==> config.mk <==
export PLATFORM = sky130hd
export DESIGN_NAME = ddr3_sniffer_arbiter
export DESIGN_NICKNAME = d
export VERILOG_FILES = /design/src/rtl/ddr3_sniffer_arbiter.sv
export SDC_FILE = /design/constraint.sdc
export NUM_CORES = 1
export LEC_CHECK = 0
export CAP_MARGIN = 20
export CORE_AREA = 2 2 364 366
export CTS_CLUSTER_DIAMETER = 200
export DETAILED_ROUTE_END_ITERATION = 16
export DIE_AREA = 0 0 366 368
export GPL_TIMING_DRIVEN = 0
export PLACE_DENSITY = 0.39
export SLEW_MARGIN = 0
export SYNTH_ARGS = -nofsm -noshare
export SYNTH_HDL_FRONTEND = slang
export SYNTH_SLANG_ARGS = --single-unit
==> constraint.sdc <==
create_clock -name OPB_Clk -period 7.6 [get_ports OPB_Clk]
set_clock_uncertainty 0.1 [all_clocks]
set_input_delay 1.52 -clock OPB_Clk [delete_from_list [all_inputs] [get_ports OPB_Clk]]
set_output_delay 1.52 -clock OPB_Clk [all_outputs]
set_load 0.01 [all_outputs]
==> src/rtl/ddr3_sniffer_arbiter.sv <==
// Arbitrates the DDR3 user command port between the fabric (app) and OPB software requesters.
// Read returns are steered back to their issuer through an in-order owner-tag FIFO.
module ddr3_sniffer_arbiter #(
  parameter int unsigned AW        = 32,
  parameter int unsigned DW        = 128,
  parameter int unsigned SW_LOW_W  = 16,
  parameter int unsigned MAX_BURST = 8,
  parameter int unsigned TAG_DEPTH = 16
) (
  input  logic                         OPB_Clk,
  input  logic                         OPB_Rst_n,
  input  logic                         phy_ready,
  input  logic [15:0]                  software_address_bits,
  input  logic                         sw_req,
  input  logic                         sw_rnw,
  input  logic [SW_LOW_W-1:0]          sw_addr,
  input  logic [DW-1:0]                sw_wdata,
  input  logic [DW/8-1:0]              sw_wmask,
  output logic                         sw_ack,
  output logic                         sw_rd_valid,
  output logic [DW-1:0]                sw_rd_data,
  input  logic                         app_req,
  input  logic                         app_rnw,
  input  logic [AW-1:0]                app_addr,
  input  logic [DW-1:0]                app_wdata,
  input  logic [DW/8-1:0]              app_wmask,
  output logic                         app_ack,
  output logic                         app_rd_valid,
  output logic [DW-1:0]                app_rd_data,
  output logic                         ddr_cmd_valid,
  output logic                         ddr_cmd_rnw,
  output logic [AW-1:0]                ddr_cmd_addr,
  output logic [DW-1:0]                ddr_wdata,
  output logic [DW/8-1:0]              ddr_wmask,
  input  logic                         ddr_cmd_ready,
  input  logic                         ddr_rd_valid,
  input  logic [DW-1:0]                ddr_rd_data,
  output logic [$clog2(TAG_DEPTH):0]   rd_outstanding,
  output logic                         err_unexpected_rd
);

  localparam int unsigned TW = $clog2(TAG_DEPTH);
  localparam int unsigned BW = $clog2(MAX_BURST + 1);

  typedef enum logic [1:0] {IDLE, ISSUE, ACK} state_t;

  state_t          state_q, state_d;
  logic            owner_q, owner_d;   // 1: software, 0: app
  logic [BW-1:0]   burst_q, burst_d;
  logic            rnw_q, rnw_d;
  logic [AW-1:0]   addr_q, addr_d;
  logic [DW-1:0]   wdata_q, wdata_d;
  logic [DW/8-1:0] wmask_q, wmask_d;

  logic [TW:0]     cnt_q, cnt_d;
  logic [TW-1:0]   wp_q, rp_q;
  logic            tag_mem [TAG_DEPTH];
  logic            rd_tag;

  logic            app_rd_valid_q, sw_rd_valid_q, err_q;
  logic [DW-1:0]   app_rd_data_q, sw_rd_data_q;

  logic            can_read, app_elig, sw_elig, grant_app, grant_sw, push, pop;
  logic [AW-1:0]   sw_full_addr;

  always_comb begin
    sw_full_addr = '0;
    sw_full_addr[16+SW_LOW_W-1:0] = {software_address_bits, sw_addr};
  end

  // Eligibility uses the registered count, so a just-pushed tag is already accounted for.
  always_comb begin
    can_read  = cnt_q < (TW+1)'(TAG_DEPTH);
    app_elig  = app_req && (!app_rnw || can_read);
    sw_elig   = sw_req && (!sw_rnw || can_read);
    grant_app = 1'b0;
    grant_sw  = 1'b0;
    if (state_q == IDLE && phy_ready) begin
      if (sw_elig && (!app_elig || burst_q == BW'(MAX_BURST))) grant_sw = 1'b1;
      else if (app_elig)                                       grant_app = 1'b1;
    end
  end

  always_comb begin
    state_d = state_q;
    owner_d = owner_q;
    rnw_d   = rnw_q;
    addr_d  = addr_q;
    wdata_d = wdata_q;
    wmask_d = wmask_q;
    unique case (state_q)
      IDLE: begin
        if (grant_sw) begin
          owner_d = 1'b1;
          rnw_d   = sw_rnw;
          addr_d  = sw_full_addr;
          wdata_d = sw_wdata;
          wmask_d = sw_wmask;
          state_d = ISSUE;
        end else if (grant_app) begin
          owner_d = 1'b0;
          rnw_d   = app_rnw;
          addr_d  = app_addr;
          wdata_d = app_wdata;
          wmask_d = app_wmask;
          state_d = ISSUE;
        end
      end
      ISSUE:   if (ddr_cmd_ready) state_d = ACK;
      ACK:     state_d = IDLE;
      default: state_d = IDLE;
    endcase
  end

  // Saturating so a blocked software read cannot overflow the counter.
  always_comb begin
    burst_d = burst_q;
    if (grant_sw || !sw_req)                          burst_d = '0;
    else if (grant_app && burst_q != BW'(MAX_BURST))  burst_d = burst_q + BW'(1);
  end

  always_comb begin
    push   = (state_q == ISSUE) && ddr_cmd_ready && rnw_q;
    pop    = ddr_rd_valid && (cnt_q != '0);
    rd_tag = tag_mem[rp_q];
    cnt_d  = cnt_q;
    case ({push, pop})
      2'b10:   cnt_d = cnt_q + (TW+1)'(1);
      2'b01:   cnt_d = cnt_q - (TW+1)'(1);
      default: cnt_d = cnt_q;
    endcase
  end

  always_ff @(posedge OPB_Clk or negedge OPB_Rst_n) begin
    if (!OPB_Rst_n) begin
      state_q        <= IDLE;
      owner_q        <= 1'b0;
      burst_q        <= '0;
      rnw_q          <= 1'b0;
      addr_q         <= '0;
      wdata_q        <= '0;
      wmask_q        <= '0;
      cnt_q          <= '0;
      wp_q           <= '0;
      rp_q           <= '0;
      app_rd_valid_q <= 1'b0;
      sw_rd_valid_q  <= 1'b0;
      app_rd_data_q  <= '0;
      sw_rd_data_q   <= '0;
      err_q          <= 1'b0;
    end else begin
      state_q        <= state_d;
      owner_q        <= owner_d;
      burst_q        <= burst_d;
      rnw_q          <= rnw_d;
      addr_q         <= addr_d;
      wdata_q        <= wdata_d;
      wmask_q        <= wmask_d;
      cnt_q          <= cnt_d;
      if (push) wp_q <= wp_q + TW'(1);
      if (pop)  rp_q <= rp_q + TW'(1);
      app_rd_valid_q <= pop && !rd_tag;
      sw_rd_valid_q  <= pop && rd_tag;
      if (pop && !rd_tag) app_rd_data_q <= ddr_rd_data;
      if (pop && rd_tag)  sw_rd_data_q  <= ddr_rd_data;
      if (ddr_rd_valid && cnt_q == '0) err_q <= 1'b1;
    end
  end

  always_ff @(posedge OPB_Clk) begin
    if (push) tag_mem[wp_q] <= owner_q;
  end

  assign ddr_cmd_valid     = (state_q == ISSUE);
  assign ddr_cmd_rnw       = rnw_q;
  assign ddr_cmd_addr      = addr_q;
  assign ddr_wdata         = wdata_q;
  assign ddr_wmask         = wmask_q;
  assign app_ack           = (state_q == ACK) && !owner_q;
  assign sw_ack            = (state_q == ACK) && owner_q;
  assign app_rd_valid      = app_rd_valid_q;
  assign sw_rd_valid       = sw_rd_valid_q;
  assign app_rd_data       = app_rd_data_q;
  assign sw_rd_data        = sw_rd_data_q;
  assign rd_outstanding    = cnt_q;
  assign err_unexpected_rd = err_q;

endmodule

==> impl_metrics.ini, run 1 <==
[run_status]
status = finished clean

[power_and_ir_drop]
pwr_density_cell_mw_per_mm2 = 436
leakagePower_uw = 0.0141
ir_worst_vdd_mv = 0.204

[route]
wl_mm = 100
drc = 0
via_per_inst = 3.91
first_iter_violations = 1456
routedWlPerCell_um = 24.3
ant_nets = 0
first_pass_iters = 7
via_count = 16139

[worst_setup_path]
crit_fanout = 10
worstPathArrival_ns = 4.60
crit_path_end_kind = flop
crit_path_start_kind = input port
path_class = in2reg
worst-endpoint-required_ns = 8.06

[sta]
worst_pin_slew_ns = 0.859
rsz0062_at_grt = false
slew_headroom = 0.428
hold_viol_final = 0
hold_ws_ns = 0.378
maxSlewViolCount = 0
fin_crit_ns = 4.13
setup_viol = 0
timing.fmax_ghz = 0.242
fin_crit_sh = 0.544

[logic_synthesis]
ys_types = 44
yosysTopAreaCell = dfrtp_1
syn_inst = 1313
synth_area_mm2 = 0.0190
yosysSeqAreaShare = 0.626
synth_commonest_cells = dfrtp_1, inv_1, a222oi_1
syn_avg_cell_area_um2 = 14.5
ys_warn_count = 0
synth_area_leaders = dfrtp_1, a222oi_1, mux2_2, mux2_4, inv_1
ys.flop_type = dfrtp_1
synth_edf_count = 16
async_reset_ff_frac = 0.966
yosys.area.top_type_share = 0.601
synthMostInstantiatedCell = dfrtp_1
synth_nets = 1813
synth_seq_cells = 472

[clock_tree]
clkLatencyLatePin_ns = 0.64
clockBufferDepth = 3
post_cts_resized = 0
cts_setup_buffers = 0
clockRootBuffer = clkbuf_16
cts.sinks = 472
numCtsBuffers = 61
tritoncts = done
cts_hold_buf = 0
h-tree-depth = 2
clkTransAtPathRegs_ns = 0.06

[global_route]
gr-total-overflow = 0
first_global_vias = 17142
grt_max_degree = 105
grt_pass1_wl_mm = 139
grt_usage = 0.144
antenna_found_initial = 60

[finish]
drive_above_1_share = 0.173
area_growth_pct = 72.5
nNetsFinal = 2814
utilization = 0.250
finalInstanceArea_mm2 = 0.0327

[placed_design]
placed_area_mm2 = 0.0306
portBuffers = 932
hpwlAfterDp_mm = 81.2
gp_congestion = 0.900

[die]
pin_count = 933
die_h_um = 368
coreArea_mm2 = 0.131
initial_utilization = 0.145
die_area_mm2 = 0.135
rows = 133
die_w_um = 366

[job]
maxCapViolCount = 0

[min_path]
hold_class = reg2reg
-- power by group --
part           internal [µW]  total (µW)  switching [µW]
Combinational           3840        6690            2850
Sequential              3790        4590             800
Clock                   1790        3000            1210
Total                   9420       14300            4870
-- metal layers --
metal	up-vias	part of all wire	global-route usage	wire length, µm
met2	832	0.49	0.247	49100
met4	42	0.028	0.0446	2760
li1	6871	-	-	-
met1	8197	0.39	0.166	39100
met3	197	0.091	0.0542	9100
met5	-	0.0028	0	278
-- flip-flops by register name (all words and copies together), names as in the netlist --
signal and cells:
sw_rd_data 128, sw_rd_valid 1, rd_outstanding 5, state_q 2, app_rd_data 128, ddr_cmd_rnw 1, wp_q 4, app_rd_valid 1
owner_q 1, ddr_wdata 128, ddr_wmask 16, burst_q 4, ddr_cmd_addr 32, rp_q 4, err_unexpected_rd 1, tag_mem 16
-- cell type report --
cell class	instances	area (µm²)
fillers	13703	98100
clock inverters	26	270
well taps	1755	2200
repair buffers	938	9460
diodes	9	22.5
plain buffers	92	474
multi-input cells	560	5910
flip-flops and latches	472	11900
inverters	189	709
clock buffers	88	1810
-- metrics by stage --
stage	std cells	TNS (ns)	setup slack [ns]	power, µW
global placement	4000	-7574.71	-16.75	11400
CTS	4119	0	3.29	14600
floorplan	1313	0	4.02	7440
detailed placement	4005	0	2.57	11400
finish	4129	0	3.47	14300
global route	4128	0	3.21	15100
-- placed cells by master, fill, tap and decap left out, drive strengths merged, types with 2 or more instances in the layout --
cell type / netlist / layout
edfxtp: 16 / 16
xor2: 6 / 6
nand3: 6 / 6
inv: 189 / 191
clkinv: 0 / 17
nor2b: 4 / 4
a21oi: 8 / 8
dfrtp: 456 / 456
nand2: 17 / 17
diode: 0 / 9
clkinvlp: 0 / 3
a21o: 2 / 2
buf: 37 / 44
clkdlybuf4s50: 0 / 931
nor2: 12 / 12
nor3b: 3 / 3
a222oi: 177 / 177
and3: 2 / 2
mux2: 257 / 257
clkbuf: 55 / 143
nand4: 2 / 2
mux2i: 8 / 8
xnor2: 8 / 8
ha: 11 / 11
nor4: 4 / 4
and2: 10 / 10
a22oi: 2 / 2
bufinv: 0 / 4
a21boi: 2 / 2
o21ai: 8 / 8
-- worst max-delay path, stage by stage --
cell and delay, ns:
clkdlybuf4s50_1 0.45, nor3b_1 0.44, nand2_1 0.10, a21oi_1 0.29
buf_4 0.26, clkbuf_1 0.65, clkbuf_1 0.60, a222oi_1 0.18
inv_1 0.10
-- kinds of logic after synthesis --
group | synth area share
compound gates | 0.103
xor+xnor | 0.00646
fa+ha+maj | 0.00725
buf+inv | 0.0623
flops | 0.626
mux | 0.176
simple gates | 0.0181
-- worst paths after layout --
check / start / end / slack (ns) / cells after the start
worst max-delay path: phy_ready / ddr_wdata[73]$_DFFE_PN0P_ / 3.47 / 9
worst min-delay path: err_unexpected_rd$_DFFE_PN0P_ / err_unexpected_rd$_DFFE_PN0P_ / 0.38 / 1
worst max register to register: state_q[1]$_DFFE_PN0P_ / ddr_wdata[73]$_DFFE_PN0P_ / 4.38 / 8
worst min register to register: err_unexpected_rd$_DFFE_PN0P_ / err_unexpected_rd$_DFFE_PN0P_ / 0.38 / 1
max in group asynchronous: OPB_Rst_n / ddr_wmask[12]$_DFFE_PN0P_ / 4.68 / 4
min in group asynchronous: OPB_Rst_n / sw_rd_data[20]$_DFFE_PN0P_ / 0.73 / 1
Power figures use the tool's default switching activity.
==> inputs of run 2 (changes only) <==
Settings changed: CORE_AREA 2 2 364 366 to 2 2 367 369, DIE_AREA 0 0 366 368 to 0 0 369 371, PLACE_DENSITY 0.39 to 0.4.
Clock period 7.6 ns to 3.7 ns, I/O delays scaled along.
==> impl_metrics.ini, run 2 (synthesis gave the netlist of run 1 again) <==
[run_status]
status = finished clean

[global_route]
use_met3 = 0.0550
grt_usage = 0.140
grt_max_degree = 108
gr-usage-met2 = 0.239
first_global_vias = 17295
gr-total-overflow = 0
antenna_found_initial = 53
top_usage_layer = met2
use_met1 = 0.159
grt_pass1_wl_mm = 137

[die]
rows = 134
pin_count = 933
initial_utilization = 0.143
coreArea_mm2 = 0.133
die_h_um = 371
die_w_um = 369
die_area_mm2 = 0.137

[clock_tree]
clkTransAtPathRegs_ns = 0.06
cts.sinks = 472
clockRootBuffer = clkbuf_16
h-tree-depth = 2
post_cts_resized = 0
clkLatencyLatePin_ns = 0.64
clockBufferDepth = 3
cts_setup_buffers = 0
tritoncts = done
numCtsBuffers = 60

[route]
routedWlPerCell_um = 24.2
via_count = 16046
first_pass_iters = 10
ant_nets = 0
drc = 0
wl_mm = 100
first_iter_violations = 1434
via_per_inst = 3.88

[sta]
maxSlewViolCount = 0
rsz0062_at_grt = false
slew_headroom = 0.518
hold_viol_final = 0
fin_crit_sh = 0.861
worst_pin_slew_ns = 0.723
timing.fmax_ghz = 0.314
setup_viol = 0
fin_crit_ns = 3.19

[min_path]
hold-path-cell-count = 1
hold_end = err_unexpected_rd$_DFFE_PN0P_
hold_class = reg2reg
hp-start = err_unexpected_rd$_DFFE_PN0P_

[power_and_ir_drop]
power_uw = 29300
combPwrFrac = 0.467
pwr_density_cell_mw_per_mm2 = 895
p_sw_uw = 9980
power.share.sequential = 0.325
intPower_uw = 19400
clkPwrFrac = 0.208
swShare = 0.340
leakagePower_uw = 0.0141
ir_worst_vdd_mv = 0.398

[finish]
regArea_mm2 = 0.0119
nNetsFinal = 2816
final_common_cell = clkdlybuf4s50_1
utilization = 0.247
area_growth_pct = 72.6
finalInstanceArea_mm2 = 0.0328
multi_input_area_mm2 = 0.00591
final_cell_mix = clkdlybuf4s50_1, dfrtp_1, inv_1
fillers = 13988
drive_above_1_share = 0.173

[placed_design]
gp_congestion = 0.926
portBuffers = 932
placed_area_mm2 = 0.0307
hpwlAfterDp_mm = 81.7

[worst_setup_path]
slowest_stage = buf_1
crit_path_end_kind = flop
path_class = in2reg
worst-endpoint-required_ns = 4.18
crit_fanout = 10
critical_path.top_delay_family = buffers and inverters
reg2regPathDepth = 7
reg2reg_to = ddr_wdata[0]$_DFFE_PN0P_
max_stage_delay_ns = 0.58
rrSetupSlack_ns = 0.54
rr_startpoint = rd_outstanding[4]$_DFFE_PN0P_
crit_path_start_kind = input port
cp_num_buf_inv = 5
crit_chain = clkdlybuf4s50_1, nor3b_1, nand2_1, a21oi_1, buf_6, buf_2, buf_1, a222oi_1, inv_1
worstPathArrival_ns = 3.66

[job]
maxCapViolCount = 0
==> run 2: changes by cell type in the layout (fill, tap and decap cells not counted), sizes merged <==
cell / previous run / this run
dlygate4sd3: 0 / 1
bufinv: 4 / 5
clkbuf: 143 / 140
buf: 44 / 46
clkinv: 17 / 15
clkinvlp: 3 / 2
==> run 2: what timing repair did <==
action                     in CTS  in global routing
setup endpoints to repair       0                  0
hold buffers                    1                  0
hold endpoints to repair       66                  0
==> run 2: per-layer routing <==
| metal | vias to the layer above | routed length [µm] |
|---|---|---|
| met2 | 802 | 49300 |
| li1 | 6864 | - |
| met5 | - | 245 |
| met3 | 202 | 9660 |
| met4 | 40 | 2890 |
| met1 | 8138 | 38000 |
==> run 2: final cells by class <==
class,count,share of cell area
Clock inverter,24,0.00798
Inverter,189,0.0216
Tap cell,1768,0.0675
Antenna cell,9,0.000687
Clock buffer,85,0.0545
Timing Repair Buffer,941,0.290
Sequential cell,472,0.363
Multi-Input combinational cell,560,0.180
Buffer,92,0.0145
==> run 2: worst max-delay path by stage <==
| stage | start | end | cells after the start |
|---|---|---|---|
| 6_report | phy_ready | ddr_wdata[0]$_DFFE_PN0P_ | 9 |
| 5_1_grt | rd_outstanding[4]$_DFFE_PN0P_ | ddr_wdata[2]$_DFFE_PN0P_ | 7 |
| 4_1_cts | rd_outstanding[4]$_DFFE_PN0P_ | ddr_wdata[7]$_DFFE_PN0P_ | 7 |
| 3_5_place_dp | phy_ready | ddr_wmask[14]$_DFFE_PN0P_ | 9 |
| 3_3_place_gp | OPB_Rst_n | ddr_wdata[1]$_DFFE_PN0P_ | 1 |
| 2_1_floorplan | rd_outstanding[1]$_DFFE_PN0P_ | rd_outstanding[4]$_DFFE_PN0P_ | 12 |
==> run 2: power groups by stage <==
stage	sequential, µW	clock, µW	combinational (µW)
6_report	9550	6090	13700
5_1_grt	9850	6540	14600
4_1_cts	9560	6350	14000
3_5_place_dp	9590	0	13900
3_3_place_gp	9550	0	13900
2_1_floorplan	10300	0	4930
==> run 2: stage by stage <==
| stage | TNS, ns | instances | hold WS [ns] | setup WS (ns) |
|---|---|---|---|---|
| 3_5_place_dp | -6.98 | 4021 | 0.353 | -0.195 |
| 6_report | 0 | 4140 | 0.364 | 0.514 |
| 5_1_grt | 0 | 4139 | 0.387 | 0.207 |
| 2_1_floorplan | 0 | 1313 | 0.344 | 0.891 |
| 4_1_cts | 0 | 4131 | 0.373 | 0.406 |
| 3_3_place_gp | -8834.06 | 4013 | 0.352 | -19.32 |
